==> config.mk <==
export PLATFORM = sky130hd
export DESIGN_NAME = mem_arbiter
export DESIGN_NICKNAME = d
export VERILOG_FILES = /design/src/rtl/mem_arbiter.sv
export SDC_FILE = /design/constraint.sdc
export NUM_CORES = 1
export LEC_CHECK = 0
export BUFFER_PORTS_ARGS = -buffer_cell sky130_fd_sc_hd__buf_2
export CAP_MARGIN = 5
export CORE_AREA = 2 2 287 289
export CTS_BUF_LIST = sky130_fd_sc_hd__clkbuf_8
export CTS_CLUSTER_DIAMETER = 40
export CTS_CLUSTER_SIZE = 8
export DETAILED_ROUTE_END_ITERATION = 8
export DIE_AREA = 0 0 289 291
export HOLD_SLACK_MARGIN = 0.15
export PLACE_DENSITY = 0.38
export RECOVER_POWER = 50
export SETUP_SLACK_MARGIN = 0.2
export SYNTH_ARGS = -nofsm -noshare
export SYNTH_HDL_FRONTEND = slang
export SYNTH_SLANG_ARGS = --single-unit
export TNS_END_PERCENT = 10
==> constraint.sdc <==
create_clock -name clk -period 2.18 [get_ports clk]
set_clock_uncertainty 0.1 [all_clocks]
set_input_delay 0.436 -clock clk [delete_from_list [all_inputs] [get_ports clk]]
set_output_delay 0.436 -clock clk [all_outputs]
set_load 0.02 [all_outputs]
==> src/rtl/mem_arbiter.sv <==
// Two-client (I-cache / D-cache) line arbiter in front of a single memory port.
// Latency: grant registered in IDLE, command visible next cycle, ready strobe in the mem_ready cycle.
// Backpressure: clients hold requests until their ready strobe; memory stalls by withholding mem_ready.
module mem_arbiter #(
   parameter int ADDR_W = 28,
   parameter int LINE_W = 128
) (
   input  logic              clk,
   input  logic              proc_reset_n,
   // I-cache side
   input  logic              i_read,
   input  logic [ADDR_W-1:0] i_addr,
   output logic [LINE_W-1:0] i_rdata,
   output logic              i_ready,
   // D-cache side
   input  logic              d_read,
   input  logic              d_write,
   input  logic [ADDR_W-1:0] d_addr,
   input  logic [LINE_W-1:0] d_wdata,
   output logic [LINE_W-1:0] d_rdata,
   output logic              d_ready,
   // memory side
   output logic              mem_read,
   output logic              mem_write,
   output logic [ADDR_W-1:0] mem_addr,
   output logic [LINE_W-1:0] mem_wdata,
   input  logic [LINE_W-1:0] mem_rdata,
   input  logic              mem_ready
);

   typedef enum logic [1:0] {
      IDLE    = 2'd0,
      BUSY    = 2'd1,
      RELEASE = 2'd2
   } state_t;

   // owner / last_grant encoding: 0 = I-cache, 1 = D-cache
   localparam logic GNT_I = 1'b0;
   localparam logic GNT_D = 1'b1;

   state_t              state_q, state_d;
   logic                cmd_read_q, cmd_read_d;
   logic                cmd_write_q, cmd_write_d;
   logic [ADDR_W-1:0]   addr_q, addr_d;
   logic [LINE_W-1:0]   wdata_q, wdata_d;
   logic                owner_q, owner_d;
   logic                last_grant_q, last_grant_d;

   logic                d_req;
   logic                any_req;
   logic                grant_d_side;

   assign d_req   = d_read | d_write;
   assign any_req = i_read | d_req;

   // D wins when it is alone, or on a tie when I was served last.
   assign grant_d_side = d_req & (~i_read | (last_grant_q == GNT_I));

   // State and captured-command registers; reset aborts any transaction in flight.
   always_ff @(posedge clk or negedge proc_reset_n) begin
      if (!proc_reset_n) begin
         state_q      <= IDLE;
         cmd_read_q   <= 1'b0;
         cmd_write_q  <= 1'b0;
         addr_q       <= '0;
         wdata_q      <= '0;
         owner_q      <= GNT_I;
         last_grant_q <= GNT_I;
      end else begin
         state_q      <= state_d;
         cmd_read_q   <= cmd_read_d;
         cmd_write_q  <= cmd_write_d;
         addr_q       <= addr_d;
         wdata_q      <= wdata_d;
         owner_q      <= owner_d;
         last_grant_q <= last_grant_d;
      end
   end

   // Next-state: one grant per IDLE, wait for memory in BUSY, one dead cycle in RELEASE.
   always_comb begin
      state_d = state_q;
      case (state_q)
         IDLE:    if (any_req)   state_d = BUSY;
         BUSY:    if (mem_ready) state_d = RELEASE;
         RELEASE:                state_d = IDLE;
         default:                state_d = IDLE;
      endcase
   end

   // Capture the winning client's command at grant; record the winner on completion.
   always_comb begin
      cmd_read_d   = cmd_read_q;
      cmd_write_d  = cmd_write_q;
      addr_d       = addr_q;
      wdata_d      = wdata_q;
      owner_d      = owner_q;
      last_grant_d = last_grant_q;
      if (state_q == IDLE && any_req) begin
         if (grant_d_side) begin
            cmd_read_d  = d_read;
            cmd_write_d = d_write;
            addr_d      = d_addr;
            wdata_d     = d_write ? d_wdata : '0;
            owner_d     = GNT_D;
         end else begin
            cmd_read_d  = 1'b1;
            cmd_write_d = 1'b0;
            addr_d      = i_addr;
            wdata_d     = '0;
            owner_d     = GNT_I;
         end
      end
      if (state_q == BUSY && mem_ready) begin
         last_grant_d = owner_q;
      end
   end

   // Outputs: command only while BUSY, ready strobes straight from mem_ready, data passed through.
   always_comb begin
      mem_read  = (state_q == BUSY) & cmd_read_q;
      mem_write = (state_q == BUSY) & cmd_write_q;
      mem_addr  = addr_q;
      mem_wdata = wdata_q;
      i_ready   = (state_q == BUSY) & mem_ready & (owner_q == GNT_I);
      d_ready   = (state_q == BUSY) & mem_ready & (owner_q == GNT_D);
      i_rdata   = mem_rdata;
      d_rdata   = mem_rdata;
   end

endmodule

==> flow_summary.rst <==
.. list-table::
   :header-rows: 1

   * - Metric
     - Value
   * - Status
     - finished clean
   * - Share of the synthesized area in the top cell type
     - 0.505
   * - Synth Area in Simple Gates
     - 0.00624
   * - Number of fill cells
     - 9141
   * - Critical path, cell by cell
     - nor2b_4 -> and3_4 -> buf_6
   * - CTS root buffer
     - sky130_fd_sc_hd__clkbuf_8
   * - Max frequency
     - 494 MHz
   * - Seq/Total Area, Yosys
     - 0.505
   * - Most frequently used cell type in the post-synthesis netlist
     - sky130_fd_sc_hd__buf_4
   * - Top-level port count
     - 734
   * - Number of instances in the synthesized netlist
     - 657
   * - Worst min-delay path class
     - input port to flop
   * - Leak pwr
     - 5.47 nW
   * - Yosys synthesis warning count
     - 0
   * - CORE AREA
     - 81200 µm²
   * - CTS H-tree depth
     - 4
   * - Total buffers and inverters traversed by the critical path
     - 1
   * - Switching Power
     - 5.33 mW
   * - Drt wl/cell
     - 13.2 µm
   * - Adder-cell share of the synthesized area
     - 0
   * - Post-detailed-placement cell area
     - 9350 µm²
   * - Final core utilization
     - 0.143
   * - Detailed Place HPWL
     - 19500 µm
   * - PwrDens
     - 1130 nW/µm²
   * - Area of the die
     - 84100 µm²
   * - CTS sink count
     - 162
   * - Detailed router's first-iteration violation count
     - 150
   * - DIE HEIGHT
     - 291 µm
   * - Flop and latch count out of synthesis
     - 162
   * - Largest voltage drop on the vdd net
     - 550 µV
   * - Main combinational cell family by area after synthesis
     - buffers and inverters
   * - Max incr delay on CP
     - 0.42 ns
   * - Via count of the first global-routing pass
     - 6366
   * - Clock share of power
     - 0.182
   * - Async S/R FF share, synth
     - 1.00
   * - Placer's final routability congestion estimate
     - 0.728
   * - Mean instance size in the synthesized netlist
     - 12.2 µm²
   * - Routed vias/inst
     - 2.86
   * - Source of the critical timing path
     - state_q[1]
   * - Worst path slowest cell
     - sky130_fd_sc_hd__dfrtp_1
   * - Count of flip-flops with a built-in enable after synthesis
     - 0
   * - Minimum clock period
     - 2.03 ns
   * - Clock Tree Buf Depth
     - 2
   * - # port buffers
     - 349
   * - Number of routed nets with antenna violations
     - 0
   * - Internal power
     - 7.86 mW
   * - Total global routing track utilization
     - 0.0629
   * - Synth area leader
     - sky130_fd_sc_hd__dfrtp_1
   * - Stages on the worst setup path
     - 3
   * - Final layout net count
     - 1266
   * - Drt total wl
     - 26900 µm
   * - Main flop type after synthesis
     - sky130_fd_sc_hd__dfrtp_1
   * - Vias after detailed routing
     - 5811
   * - End of the worst register-to-register path
     - mem_wdata[71]
   * - Worst R2R Setup Slack
     - 0.25 ns
   * - Critical path startpoint category
     - flop
   * - End point of the critical path
     - d_ready
   * - Worst Max-Slew Pin Slew
     - 1.32 ns
   * - Floorplan die width
     - 289 µm
   * - Pin count of the biggest net entering global routing
     - 58
   * - Cell types with the largest area share after synthesis
     - sky130_fd_sc_hd__dfrtp_1 51%, sky130_fd_sc_hd__buf_4 24%, sky130_fd_sc_hd__a22o_1 14%
   * - Synthesized net count
     - 975
   * - Count of final hold-check violations
     - 0
   * - Most instantiated cells after synthesis
     - 256 x sky130_fd_sc_hd__buf_4, 162 x sky130_fd_sc_hd__dfrtp_1, 128 x sky130_fd_sc_hd__a22o_1, 47 x sky130_fd_sc_hd__mux2_2, 27 x sky130_fd_sc_hd__buf_2
   * - TritonCTS clock tree
     - built
   * - GRT Residual Overflow
     - 0
   * - Skew-Pair Late Insertion Delay
     - 0.56 ns
   * - Final design instance area without fill
     - 11600 µm²
   * - Effective utilization at floorplan
     - 0.0988
   * - Final max-slew violation count
     - 0
   * - WHS
     - 0.373 ns
   * - Critical path arrival
     - 1.49 ns
   * - Proportion of layout cells with a drive suffix above 1
     - 0.472
   * - Synth Area in XOR/XNOR
     - 0
   * - DRC viols
     - 0
   * - Fraction of power consumed by combinational cells
     - 0.456
   * - Portion of netlist area occupied by mux cells
     - 0.0786
   * - Global-route wire length before repair
     - 38400 µm
   * - Antenna violations before repair
     - 3
   * - Type of the setup path with the least slack
     - flop to primary output
   * - Slew HR
     - 0.123
   * - Post-route fraction of the period consumed by the critical path
     - 0.929
   * - Detailed Routing Iterations Pass 1
     - 4
   * - Cell type group with the largest total delay on the critical path
     - flip-flops
   * - RSZ-0062 raised after global routing
     - true
   * - Complex-gate fraction of the synthesized area
     - 0.147
   * - Req. time, crit path
     - 1.64 ns
   * - Logic depth of the worst register-to-register path
     - 4
   * - Final count of negative-setup-slack endpoints
     - 0
   * - Sequential share of power
     - 0.362
   * - Clock Pin Slew Worst Setup and Hold Paths
     - 0.10 ns
   * - Start of the worst register-to-register path
     - state_q[1]
   * - Nature of the critical path endpoint
     - primary output
   * - Area added between synthesis and finish
     - 45.0%
   * - Accumulated negative setup slack
     - 0 ns
   * - Post-synthesis instance area
     - 8020 µm²
   * - Proportion of total power due to net switching
     - 0.404
   * - Max-cap violations
     - 0
   * - Number of distinct standard cells referenced by the synthesized netlist
     - 20
   * - Total CTS buffers
     - 17
   * - Peak fanout along the critical path
     - 5
   * - Count of standard-cell rows
     - 105
-- flip-flops by register name, indices dropped and copies added, names as in the netlist --
register and count:
cmd_write_q 1, mem_addr 28, state_q 2, owner_q 1, cmd_read_q 1, mem_wdata 128, last_grant_q 1
-- power groups by stage --
| stage | registers [mW] | logic (mW) | clock network [mW] |
|---|---|---|---|
| finish | 4.77 | 6.01 | 2.40 |
| global route | 4.93 | 6.48 | 2.74 |
| CTS | 4.78 | 6.13 | 2.65 |
| detailed placement | 4.78 | 5.85 | 0 |
| global placement | 4.82 | 5.76 | 0 |
| floorplan | 6.07 | 2.87 | 0 |
-- kinds of logic after synthesis --
logic type	after synthesis
DFF	162
and+or+nand+nor	10
buffers and inverters	293
AOI/OAI and AO/OA	136
muxes	56
-- cell type report --
cell class,count,area [µm²],area share
sequential,162,4050,0.348
clock buffer,20,275,0.0237
inverter,3,11.3,0.000968
multi-input combinational,202,1920,0.165
antenna,3,7.51,0.000645
timing repair buffer,562,3900,0.335
clock inverter,12,130,0.0112
tap,1070,1340,0.115
-- per-layer routing --
metal,GRT usage,up-vias,wire length [µm]
li1,-,2626,-
met1,0.0594,2710,9580
met2,0.0960,316,12000
met3,0.0324,159,2920
met4,0.0630,0,2380
met5,0,-,0
-- how the worst min path moves through the flow --
stage,startpoint,end,depth (start not counted)
finish,d_write,state_q[0],4
global route,d_write,state_q[0],4
CTS,proc_reset_n,mem_wdata[30],2
detailed placement,proc_reset_n,mem_wdata[30],1
global placement,proc_reset_n,mem_wdata[30],1
floorplan,proc_reset_n,cmd_read_q,0
-- worst register-to-register path: cells and delay by family (launching register included) --
family                 cells  cell delay [ns]
buffers and inverters      1             0.28
flip-flops                 1             0.42
AND/OR/NAND/NOR            2             0.75
AO/OA/AOI/OAI              1             0.31
-- what timing repair did --
item / in CTS / in global routing
pin swaps: 3 / 3
gates resized for setup: 9 / 2
setup endpoints to repair: 4 / 33
hold buffers: 187 / 0
buffers inserted: 1 / 1
endpoints found under the hold margin: 322 / 0
-- cell usage in the layout, fill, tap and decap left out --
cell type / netlist / routed
sky130_fd_sc_hd__nand2_1: 3 / 2
sky130_fd_sc_hd__clkinv_4: 0 / 2
sky130_fd_sc_hd__a22o_1: 128 / 128
sky130_fd_sc_hd__nor2_4: 0 / 1
sky130_fd_sc_hd__clkbuf_1: 5 / 5
sky130_fd_sc_hd__buf_6: 2 / 4
sky130_fd_sc_hd__dfrtp_1: 162 / 162
sky130_fd_sc_hd__nand2_2: 0 / 1
sky130_fd_sc_hd__buf_2: 27 / 345
sky130_fd_sc_hd__clkbuf_2: 0 / 4
sky130_fd_sc_hd__mux2_2: 47 / 47
sky130_fd_sc_hd__inv_6: 0 / 2
sky130_fd_sc_hd__nor2_1: 2 / 1
sky130_fd_sc_hd__bufinv_16: 0 / 2
sky130_fd_sc_hd__o31ai_4: 0 / 1
sky130_fd_sc_hd__a2bb2oi_4: 0 / 1
sky130_fd_sc_hd__nor2b_4: 0 / 1
sky130_fd_sc_hd__o22a_1: 1 / 1
sky130_fd_sc_hd__inv_1: 3 / 5
sky130_fd_sc_hd__clkinvlp_4: 0 / 3
sky130_fd_sc_hd__dlygate4sd3_1: 0 / 187
sky130_fd_sc_hd__a21o_1: 2 / 2
sky130_fd_sc_hd__clkbuf_8: 0 / 20
sky130_fd_sc_hd__buf_12: 0 / 7
sky130_fd_sc_hd__mux2_1: 9 / 9
sky130_fd_sc_hd__and3_4: 0 / 2
sky130_fd_sc_hd__and2_1: 2 / 2
sky130_fd_sc_hd__buf_4: 256 / 10
sky130_fd_sc_hd__clkinv_2: 0 / 1
sky130_fd_sc_hd__o31a_1: 1 / 1
sky130_fd_sc_hd__diode_2: 0 / 3
sky130_fd_sc_hd__o21ai_0: 2 / 2
-- through the flow --
stage	setup WS [ns]	power, mW	cells
2_1_floorplan	0.459	8.94	657
3_3_place_gp	0.362	10.6	1810
3_5_place_dp	0.335	10.6	1810
4_1_cts	0.0544	13.6	2030
5_1_grt	0.0233	14.1	2034
6_report	0.154	13.2	2034
Note: power is estimated with default switching activity, not from simulation.
